### config.mk
export PLATFORM = sky130hd
export DESIGN_NAME = sram_arbiter
export DESIGN_NICKNAME = d
export VERILOG_FILES = /design/src/rtl/sram_pkg.sv /design/src/rtl/sram_read_tracker.sv /design/src/rtl/sram_arbiter.sv
export SDC_FILE = /design/constraint.sdc
export NUM_CORES = 1
export LEC_CHECK = 0
export BUFFER_PORTS_ARGS = -buffer_cell sky130_fd_sc_hd__buf_2
export CORE_ASPECT_RATIO = 1.2
export CORE_MARGIN = 1.5
export CORE_UTILIZATION = 47
export DETAILED_ROUTE_END_ITERATION = 6
export PLACE_DENSITY_LB_ADDON = 0.25
export SKIP_LAST_GASP = 1
export SLEW_MARGIN = 40
export SYNTH_ARGS = -nofsm -noshare
export SYNTH_HDL_FRONTEND = slang
export SYNTH_SLANG_ARGS = --single-unit
### constraint.sdc
create_clock -name clk -period 5.9 [get_ports clk]
set_input_delay 1.18 -clock clk [delete_from_list [all_inputs] [get_ports clk]]
set_output_delay 1.18 -clock clk [all_outputs]
set_load 0.02 [all_outputs]
### src/rtl/sram_pkg.sv
// Shared widths and types for the SRAM arbiter slice.
// Pipeline entries carry a valid bit plus the requester's opaque read tag.
package sram_pkg;

   localparam int unsigned SRAM_ADDR_W        = 20;
   localparam int unsigned SRAM_DATA_W        = 17;
   localparam int unsigned SRAM_TAG_W         = 4;
   localparam int unsigned SRAM_READ_LATENCY  = 4;
   localparam int unsigned SRAM_WR_STARVE_MAX = 8;

   typedef struct packed {
      logic                  valid;
      logic [SRAM_TAG_W-1:0] tag;
   } rd_entry_t;

   typedef enum logic [1:0] {
      GntIdle,
      GntRead,
      GntWrite
   } gnt_e;

endpackage

### src/rtl/sram_read_tracker.sv
// Delay line of {valid, tag} matching the SRAM read latency, plus return registers
// and a count of reads still in flight.
module sram_read_tracker
   import sram_pkg::*;
#(
   parameter int unsigned DATA_W       = SRAM_DATA_W,
   parameter int unsigned READ_LATENCY = SRAM_READ_LATENCY
) (
   input  logic                  clk,
   input  logic                  rst,
   input  logic                  push,
   input  logic [SRAM_TAG_W-1:0] push_tag,
   input  logic [DATA_W-1:0]     mem_rdata,
   output logic                  rd_valid,
   output logic [DATA_W-1:0]     rd_data,
   output logic [SRAM_TAG_W-1:0] rd_tag_out,
   output logic [2:0]            outstanding
);

   // One extra stage covers the issue register sitting in front of the interface.
   localparam int unsigned Depth = READ_LATENCY + 1;

   rd_entry_t [Depth-1:0] pipe_q, pipe_d;
   rd_entry_t             head;
   logic                  rd_valid_q;
   logic [DATA_W-1:0]     rd_data_q;
   logic [SRAM_TAG_W-1:0] rd_tag_q;

   always_comb begin
      head       = '0;
      head.valid = push;
      head.tag   = push_tag;
      pipe_d     = {pipe_q[Depth-2:0], head};
   end

   always_ff @(posedge clk or posedge rst) begin
      if (rst) begin
         pipe_q     <= '0;
         rd_valid_q <= 1'b0;
         rd_data_q  <= '0;
         rd_tag_q   <= '0;
      end else begin
         pipe_q     <= pipe_d;
         rd_valid_q <= pipe_q[Depth-1].valid;
         if (pipe_q[Depth-1].valid) begin
            rd_data_q <= mem_rdata;
            rd_tag_q  <= pipe_q[Depth-1].tag;
         end
      end
   end

   always_comb begin
      outstanding = '0;
      for (int unsigned i = 0; i < Depth; i++) begin
         outstanding = outstanding + 3'(pipe_q[i].valid);
      end
   end

   assign rd_valid   = rd_valid_q;
   assign rd_data    = rd_data_q;
   assign rd_tag_out = rd_tag_q;

endmodule

### src/rtl/sram_arbiter.sv
// Two-port arbiter onto the pipelined SRAM interface: read priority, with a
// starvation counter that forces a waiting write through after WR_STARVE_MAX refusals.
module sram_arbiter
   import sram_pkg::*;
#(
   parameter int unsigned ADDR_W        = SRAM_ADDR_W,
   parameter int unsigned DATA_W        = SRAM_DATA_W,
   parameter int unsigned TAG_W         = SRAM_TAG_W,
   parameter int unsigned READ_LATENCY  = SRAM_READ_LATENCY,
   parameter int unsigned WR_STARVE_MAX = SRAM_WR_STARVE_MAX
) (
   input  logic              clk,
   input  logic              rst,
   input  logic              rd_req,
   input  logic [ADDR_W-1:0] rd_addr,
   input  logic [TAG_W-1:0]  rd_tag,
   output logic              rd_gnt,
   output logic              rd_valid,
   output logic [DATA_W-1:0] rd_data,
   output logic [TAG_W-1:0]  rd_tag_out,
   input  logic              wr_req,
   input  logic [ADDR_W-1:0] wr_addr,
   input  logic [DATA_W-1:0] wr_data,
   output logic              wr_gnt,
   output logic              mem_we,
   output logic [ADDR_W-1:0] mem_addr,
   output logic [DATA_W-1:0] mem_wdata,
   input  logic [DATA_W-1:0] mem_rdata,
   output logic [2:0]        rd_outstanding
);

   localparam int unsigned StarveW = $clog2(WR_STARVE_MAX + 1);
   localparam logic [StarveW-1:0] StarveMax = StarveW'(WR_STARVE_MAX);

   gnt_e              gnt;
   logic [StarveW-1:0] starve_cnt_q, starve_cnt_d;
   logic              mem_we_q, mem_we_d;
   logic [ADDR_W-1:0] mem_addr_q, mem_addr_d;
   logic [DATA_W-1:0] mem_wdata_q, mem_wdata_d;

   // Grants are masked during reset so nothing is accepted while rst is high.
   always_comb begin
      gnt = GntIdle;
      if (!rst) begin
         if (rd_req && (!wr_req || (starve_cnt_q != StarveMax))) begin
            gnt = GntRead;
         end else if (wr_req) begin
            gnt = GntWrite;
         end
      end
   end

   assign rd_gnt = (gnt == GntRead);
   assign wr_gnt = (gnt == GntWrite);

   always_comb begin
      starve_cnt_d = starve_cnt_q;
      if (!wr_req || wr_gnt) begin
         starve_cnt_d = '0;
      end else if (starve_cnt_q != StarveMax) begin
         starve_cnt_d = starve_cnt_q + 1'b1;
      end
   end

   // Idle cycles leave address/data alone; the interface sees an untracked dummy read.
   always_comb begin
      mem_we_d    = 1'b0;
      mem_addr_d  = mem_addr_q;
      mem_wdata_d = mem_wdata_q;
      unique case (gnt)
         GntWrite: begin
            mem_we_d    = 1'b1;
            mem_addr_d  = wr_addr;
            mem_wdata_d = wr_data;
         end
         GntRead: begin
            mem_addr_d = rd_addr;
         end
         default: ;
      endcase
   end

   always_ff @(posedge clk or posedge rst) begin
      if (rst) begin
         starve_cnt_q <= '0;
         mem_we_q     <= 1'b0;
         mem_addr_q   <= '0;
         mem_wdata_q  <= '0;
      end else begin
         starve_cnt_q <= starve_cnt_d;
         mem_we_q     <= mem_we_d;
         mem_addr_q   <= mem_addr_d;
         mem_wdata_q  <= mem_wdata_d;
      end
   end

   assign mem_we    = mem_we_q;
   assign mem_addr  = mem_addr_q;
   assign mem_wdata = mem_wdata_q;

   sram_read_tracker #(
      .DATA_W       (DATA_W),
      .READ_LATENCY (READ_LATENCY)
   ) u_read_tracker (
      .clk         (clk),
      .rst         (rst),
      .push        (rd_gnt),
      .push_tag    (rd_tag),
      .mem_rdata   (mem_rdata),
      .rd_valid    (rd_valid),
      .rd_data     (rd_data),
      .rd_tag_out  (rd_tag_out),
      .outstanding (rd_outstanding)
   );

endmodule

# --- Word-level counts from Yosys, hierarchy flattened ---
# Index checks and enable logic that the tools add are counted.
# Widths: inputs -> output; s select.
totals:
  ff_bits: 89
  output_inout_bits: 65
  elab_cells: 38
classes:
  add_sub_neg: 5
  n_eq_ne: 3
  n_mux: 7
  reduce_logical: 6
ops:
  columns: ["op", "count"]
  rows:
  - ["$pmux 20 s2", 1]
  - ["$add 3x1->3", 3]
  - ["$mux 4", 2]
  - ["$mux 2", 3]
  - ["$add 4x1->4 const B", 1]
  - ["$ne 4x4->1 const B", 1]
  - ["$reduce_bool 2->1", 2]
  - ["$add 1x1->2", 1]
  - ["$eq 2x1->1 const B", 1]
  - ["$eq 2x2->1 const B", 1]
  - ["$logic_or 1x1->1", 2]
  - ["$logic_and 1x1->1", 1]
  - ["$logic_not 1->1", 1]
  - ["$mux 1", 1]

# --- Depth between registers and ports, before layout ---
# Gate-level depths: netlist (run 1).
depth:
  depth_word: 8
  depth_mapped: 9
  depth_no_buf: 8

# --- By module ---
# A second synthesis (run 1) with hierarchy kept.
hier_totals:
  hier_cells: 232
  hier_area_um2: 3400.8
by_module_without_submodules:
  columns: ["module", "instances", "cells_each", "area_per_inst_um2", "seq_area_each_um2"]
  rows:
  - ["sram_arbiter", 1, 153, 1890.6, 1051.0]
  - ["sram_read_tracker", 1, 79, 1510.2, 1176.1]

# --- Worst setup path before layout (run 1) ---
# OpenSTA, ideal clock, no wires.
synth_path:
  path_kind: "input port to output port"
  startpoint: "input rst"
  endpoint: "output wr_gnt"
  arrival_time_ns: 3.773
  path_slack_ns: 0.947
  path_stages: 3
  n_path_buf: 0
  cell_sequence: "inv_1 > nand3_1 > ha_1"
synth_via:
  elab_chain_cells: 2
synth_lines:
  columns: ["item", "line", "rtl"]
  rows:
  - ["start: declaration", "sram_arbiter.sv:13", "input logic rst,"]
  - ["$mux 2", "sram_arbiter.sv:44", "if (!rst) begin"]
  - ["$eq 2x2->1", "sram_arbiter.sv:54", "assign wr_gnt = (gnt == GntWrite);"]
  - ["end: declaration", "sram_arbiter.sv:24", "output logic wr_gnt,"]
# No other way between the ends.

# --- Worst setup path after layout (run 1) ---
layout_path:
  startpoint: "register u_read_tracker.pipe_q[24] (netlist name)"
  endpoint: "output rd_outstanding[1]"
layout_via:
  elab_chain_cells: 1
layout_lines:
  columns: ["item", "line", "rtl"]
  rows:
  - ["start: declaration", "sram_read_tracker.sv:23", "rd_entry_t [Depth-1:0] pipe_q, pipe_d;"]
  - ["start signal: assignment", "sram_read_tracker.sv:43", "pipe_q <= pipe_d;"]
  - ["$add 3x1->3", "sram_read_tracker.sv:55", "outstanding = outstanding + 3'(pipe_q[i].valid);"]
  - ["end: declaration", "sram_arbiter.sv:29", "output logic [2:0] rd_outstanding"]
# No other way between the ends.

==> results by group, run 1 <==
Detailed routing
  – Final wirelength: around 6400 um
  – Wire per inst: 13.41 um
  – DR vias: 2264
  – DRC errors left: 0
  – Antenna-violating nets left: 0
  – Drt pass-1 iters: 4
  – Vias per inst: roughly 4.8
  – Initial drt markers: 61

Clocking
  – Root Driver: clkbuf_8
  – Htree depth: 3
  – Hold-fix buffers, CTS: 0
  – CTS tree: yes
  – Num Clock Sinks: slightly below 90
  – Num CTS Buffers: 9
  – Post-CTS Setup Inserts: 0
  – Clock transition at the registers of the reported paths: approximately 80 ps
  – Worst-Skew Late Latency: between 300 and 400 ps
  – Post-CTS sizing: 0
  – Clock buffer depth: 2

Timing
  – Min Hold Slack: between 300 and 400 ps
  – Slew headroom: 0.5627
  – Final worst path period need: roughly 3700 ps
  – Max-slew violations: 0
  – Setup violators final: 0
  – FMAX: 0.2703 GHz
  – PnR worst setup slack: between 2000 and 2500 ps
  – RSZ-0062 raised after global routing: no
  – Final Hold Viols: 0
  – Least-Margin Pin Slew: between 600 and 700 ps
  – Final period util: 0.6271
  – Total negative slack: 0 ps
  – Final Skew: between 9 and 10 ps

Min path
  – Hold endpoint: u_read_tracker.pipe_d[17]
  – Hold path start: u_read_tracker.pipe_d[12]
  – Hold path cells: 0
  – Hold crit path type: reg -> reg

Global routing
  – Initial antenna violation count: 0
  – Global-route wire length before repair: between 9000 and 10000 um
  – Total GRT Usage: 0.1686
  – Grt total ovfl: 0
  – Largest net degree at the start of global routing: 77
  – Vias in the first global route: approximately 2100

Power
  – Pwr dens: about 340 mW/mm2
  – Maximum VDD drop: between 150 and 200 uV
  – Power, Total: roughly 1.5 mW
  – Leakage: about 2.2 nW

Floorplanning
  – Starting Density: 0.4931
  – DIE WIDTH: between 80 and 90 um
  – Placement Rows: 33
  – Core area: around 0.007 mm2
  – Die Span Y: between 90 and 100 um
  – IO Pins: 147
  – Die area: 0.007801 mm2

Placed design
  – Final GP Congestion: 0.7543
  – Post-DP HPWL: 4736 um
  – PortBufs: around 150
  – Placed insts: approximately 460
  – Placed cell area: 0.004208 mm2
  – Setup WS pre-CTS: roughly 2200 ps

Logic synthesis
  – Synth cell types: 23
  – Syn avg cell area: ~15 um2
  – Seq/Total Area, Yosys: 0.6511
  – FF+latch count, synth: 89
  – Mapped Area: around 0.0034 mm2
  – Yosys warning count: 0
  – Syn nets: around 330
  – Synth Instances: approximately 240

Critical path
  – Setup crit start kind: register
  – Reg2reg end: mem_addr[9]
  – Worst endpoint required time: between 4000 and 5000 ps
  – Slowest stage cell, crit path: dfrtp_2
  – WS Path Type: reg -> out
  – Reg2reg path depth: 7
  – Worst setup EP type: output pin
  – Crit Path Max Fanout: 23
  – Family with the most delay on the worst path: adder cells
  – Reg2reg setup slack: between 3000 and 4000 ps
  – Slowest cell delay on critical path: ~670 ps
  – Reg-to-reg startpoint: starve_cnt_q[0]
  – Most common cell on crit path: inv_1
  – Sum of buffers and inverters on the critical path: 5
  – CP cell instances: inv_1, fa_1, inv_1, ha_1, inv_1, fa_1, inv_1, buf_2
  – Critical path data arrival time: 2520 ps

Finish
  – Util after Layout: 0.6349
  – Design area: 0.004404 mm2
  – Synthesis-to-finish area growth: 28.75%
  – Share of cells above drive strength 1: 0.5244
  – Final Non-Filler Cells: around 480
  – Final Net Count: 475
  – Antenna diodes: 0

Flow run
  – MaxCap Viol Count: 0

Run status
  – Outcome: finished, final reports clean
-- cell families (layout without fill, tap and decap cells) --
| group | after synthesis | count (layout) | synth area share |
|---|---|---|---|
| adder cells (fa/ha/maj) | 8 | 8 | 0.03365 |
| flip-flops | 89 | 89 | 0.6511 |
| buffers and inverters | 22 | 176 | 0.03767 |
| AND/OR/NAND/NOR | 34 | 34 | 0.04426 |
| AO/OA/AOI/OAI | 21 | 21 | 0.03072 |
| multiplexers | 59 | 59 | 0.1975 |
| XOR/XNOR | 2 | 2 | 0.005122 |
-- layout by cell type (no fill, tap or decap), types with 3 or more instances in the layout --
cell	Yosys	final
nor2_1	3	3
ha_1	6	5
nand3_1	3	3
clkbuf_8	0	10
o21ai_1	20	20
nand2_1	22	22
inv_1	12	11
dfrtp_1	89	88
mux2_2	28	28
mux2_4	10	10
mux2i_1	21	21
buf_2	0	146
-- state kept, by name (all words and copies together), names as in the netlist --
register,cells
u_read_tracker.rd_data,17
mem_wdata,17
mem_we,1
u_read_tracker.pipe_q,5
u_read_tracker.pipe_d,20
u_read_tracker.rd_valid,1
u_read_tracker.rd_tag_out,4
mem_addr,20
starve_cnt_q,4
-- cell usage after synthesis --
| cell | count | area share |
|---|---|---|
| buf_4 | 2 | 0.0044 |
| mux2_2 | 28 | 0.092 |
| nand2b_1 | 2 | 0.0037 |
| nand4b_1 | 1 | 0.0026 |
| mux2_4 | 10 | 0.044 |
| nand3b_1 | 2 | 0.0044 |
| nand2_1 | 22 | 0.024 |
| o21ai_1 | 20 | 0.029 |
| fa_1 | 2 | 0.012 |
| clkbuf_1 | 3 | 0.0033 |
| buf_1 | 1 | 0.0011 |
| inv_1 | 12 | 0.013 |
| mux2i_1 | 21 | 0.061 |
| and3_1 | 1 | 0.0018 |
| nand3_1 | 3 | 0.0044 |
| xor2_1 | 1 | 0.0026 |
| ha_1 | 6 | 0.022 |
| dfrtp_1 | 89 | 0.65 |
| buf_6 | 3 | 0.0099 |
| xnor2_1 | 1 | 0.0026 |
| nor2_1 | 3 | 0.0033 |
| buf_12 | 1 | 0.0059 |
| a21oi_1 | 1 | 0.0015 |
-- worst reg2reg max path, delay by kind of cell, from the launching register on --
family	cells	cell delay, ps
AOI/OAI and AO/OA	1	160
adders and majority gates	2	960
DFF	1	430
and+or+nand+nor	3	470
buffers and inverters	1	70
-- layout make-up --
type,count,area [um2]
Fill cell,546,2532
Clock inverter,4,53.80
Tap cell,87,108.9
Sequential cell,89,2228
Inverter,12,47.55
Multi-Input combinational cell,124,1067
Timing Repair Buffer,149,757.0
Clock buffer,11,141.4
-- power by group --
part	leakage, nW	internal [mW]	total, mW	switching (mW)
Sequential	1.07	0.697	0.743	0.0457
Clock	0.0916	0.206	0.402	0.197
Combinational	1.08	0.149	0.352	0.203
Total	2.24	1.05	1.50	0.445
-- per-layer routing --
metal / wire, um / track usage / vias up
li1: - / - / 1093
met1: 2685 / 0.2041 / 1079
met2: 3190 / 0.2757 / 85
met3: 428 / 0.04601 / 7
met4: 76 / 0.08621 / 0
met5: 0 / 0 / -
-- worst max-delay path by stage --
stage,endpoint,slack [ps],cells after the start,from
global route,rd_outstanding[1],2020,8,u_read_tracker.pipe_q[24]
detailed placement,rd_outstanding[1],2240,8,u_read_tracker.pipe_q[24]
finish,rd_outstanding[1],2200,8,u_read_tracker.pipe_q[24]
CTS,rd_outstanding[1],1870,8,u_read_tracker.pipe_q[24]
global placement,rd_outstanding[1],2310,8,u_read_tracker.pipe_q[24]
floorplan,wr_gnt,950,3,rst
(Power assumes the default switching activity.)
==> run 2, diff against run 1 <==
==> constraint.sdc (replaced) <==
create_clock -name clk -period 3.8 [get_ports clk]
set_input_delay 0.76 -clock clk [delete_from_list [all_inputs] [get_ports clk]]
set_output_delay 0.76 -clock clk [all_outputs]
set_load 0.02 [all_outputs]
==> run 2 against run 1 <==
Net effect:
- worst setup slack got worse by 1600 ps
- die area did not move
- via count hardly changed
- non-clock buffer count increased by 2
- routed wire length fell by 0.45%
- first-iteration DRC count shrank 15%
- sequential share of layout area decreased by 0.31 points
- critical path type unchanged
- critical endpoint unchanged
==> results by group, run 2 (synthesis gave the netlist of run 1 again) <==
Placed design
  – Final GP Congestion: around 0.72
  – Post-DP HPWL: between 4000 and 5000 um
  – PortBufs: about 150
  – Setup WS pre-CTS: about 990 ps
  – Placed insts: 463
  – Placed cell area: 0.004220 mm2

Clocking
  – Clock transition at the registers of the reported paths: 90 ps
  – CTS tree: yes
  – Post-CTS sizing: 0
  – Post-CTS Setup Inserts: 0
  – Clock buffer depth: 2
  – Worst-Skew Late Latency: ~350 ps
  – Num CTS Buffers: 9
  – Root Driver: clkbuf_8
  – Num Clock Sinks: 89
  – Htree depth: 3
  – Hold-fix buffers, CTS: 0

Floorplanning
  – Starting Density: 0.4931
  – Die area: a little under 0.008 mm2
  – DIE WIDTH: ~80 um
  – Core area: roughly 0.0069 mm2
  – Placement Rows: 33
  – IO Pins: about 150
  – Die Span Y: 96.46 um

Detailed routing
  – Vias per inst: approximately 4.7
  – DR vias: about 2300
  – DRC errors left: 0
  – Initial drt markers: 52
  – Wire per inst: 13.26 um
  – Drt pass-1 iters: 4
  – Antenna-violating nets left: 0
  – Final wirelength: approximately 6400 um

Finish
  – Share of cells above drive strength 1: 0.5281
  – Synthesis-to-finish area growth: 29.48%
  – Antenna diodes: 0
  – Design area: between 0.004 and 0.005 mm2
  – Most frequent cells in the layout: buf_2 (146), dfrtp_1 (89), mux2_2 (28), nand2_1 (22), mux2i_1 (21)
  – Final Net Count: about 480
  – Most common cell after layout, fill and taps aside: buf_2
  – Util after Layout: 0.6385
  – Final Non-Filler Cells: between 400 and 500

Power
  – Switching part of the total: 0.3081
  – Leakage: around 2.3 nW
  – Sw power: just over 0.7 mW
  – Maximum VDD drop: 279.9 uV
  – Power, Total: 2.359 mW
  – Internal: 1.632 mW
  – Pwr dens: ~530 mW/mm2
  – Clock share of power: 0.280
  – Comb pwr share: 0.234
  – Sequential group share of total power: 0.487

Timing
  – FMAX: roughly 0.32 GHz
  – Final Skew: 11.95 ps
  – Final Hold Viols: 0
  – Slew headroom: 0.5943
  – Setup violators final: 0
  – Min Hold Slack: roughly 290 ps
  – RSZ-0062 raised after global routing: no
  – Max-slew violations: 0
  – Final period util: 0.8291
  – Total negative slack: 0 ps
  – Least-Margin Pin Slew: a little over 600 ps
  – PnR worst setup slack: 649.5 ps
  – Final worst path period need: about 3200 ps

Critical path
  – Critical path data arrival time: 2390 ps
  – Reg2reg path depth: 7
  – Reg-to-reg startpoint: starve_cnt_q[0]
  – Worst setup EP type: output pin
  – WS Path Type: reg -> out
  – Worst endpoint required time: 3040 ps
  – Setup crit start kind: register
  – Reg2reg setup slack: 1560 ps
  – Reg2reg end: mem_addr[6]
  – Crit Path Max Fanout: 2

Global routing
  – Met3 usage: 0.05634
  – GR Layer Usage met2: 0.2986
  – Global-route wire length before repair: 9942 um
  – Global routing's busiest layer: met2
  – Total GRT Usage: 0.1720
  – Initial antenna violation count: 0
  – Vias in the first global route: 2240
  – GR met1 Demand/Resource: 0.1960
  – Grt total ovfl: 0
  – Largest net degree at the start of global routing: 65

Flow run
  – MaxCap Viol Count: 0

Run status
  – Outcome: finished, final reports clean

Min path
  – Hold crit path type: in -> async
[run 2: worst max path at each step]
stage	startpoint	end	slack (ps)	cells past startpoint
after global routing	u_read_tracker.pipe_d[9]	rd_outstanding[1]	500	9
after CTS	u_read_tracker.pipe_d[9]	rd_outstanding[1]	610	9
after global placement	u_read_tracker.pipe_d[9]	rd_outstanding[1]	1040	9
after detailed placement	u_read_tracker.pipe_d[9]	rd_outstanding[1]	990	9
final	u_read_tracker.pipe_d[14]	rd_outstanding[1]	650	9
after floorplan	rst	wr_gnt	320	3
[run 2: power groups by stage]
| stage | Sequential [mW] | Clock (mW) | Combinational (mW) |
|---|---|---|---|
| 2_1_floorplan | 1.32 | 0 | 0.200 |
| 3_3_place_gp | 1.16 | 0 | 0.550 |
| 3_5_place_dp | 1.17 | 0 | 0.561 |
| 4_1_cts | 1.15 | 0.685 | 0.561 |
| 5_1_grt | 1.17 | 0.721 | 0.601 |
| 6_report | 1.15 | 0.660 | 0.551 |
[run 2: routing by layer]
layer,share of wire,vias to the layer above
met2,0.52,88
met1,0.40,1077
met4,0.010,0
met3,0.070,6
met5,0,-
li1,-,1092
[run 2: layout make-up]
class | instances | area (um2)
clock inverter | 7 | 81.33
fill | 561 | 2507
inverter | 12 | 48.80
timing repair buffer | 151 | 772.0
tap | 87 | 108.9
multi-input combinational | 124 | 1067
sequential | 89 | 2227
clock buffer | 9 | 123.9
[run 2: worst max-delay path, stage by stage, from the launching register on]
cell and delay, ps:
dfrtp_1 390, ha_1 270, inv_1 40, fa_1 470, inv_1 40, ha_1 160, inv_1 60, fa_1 400
inv_1 60, buf_2 150
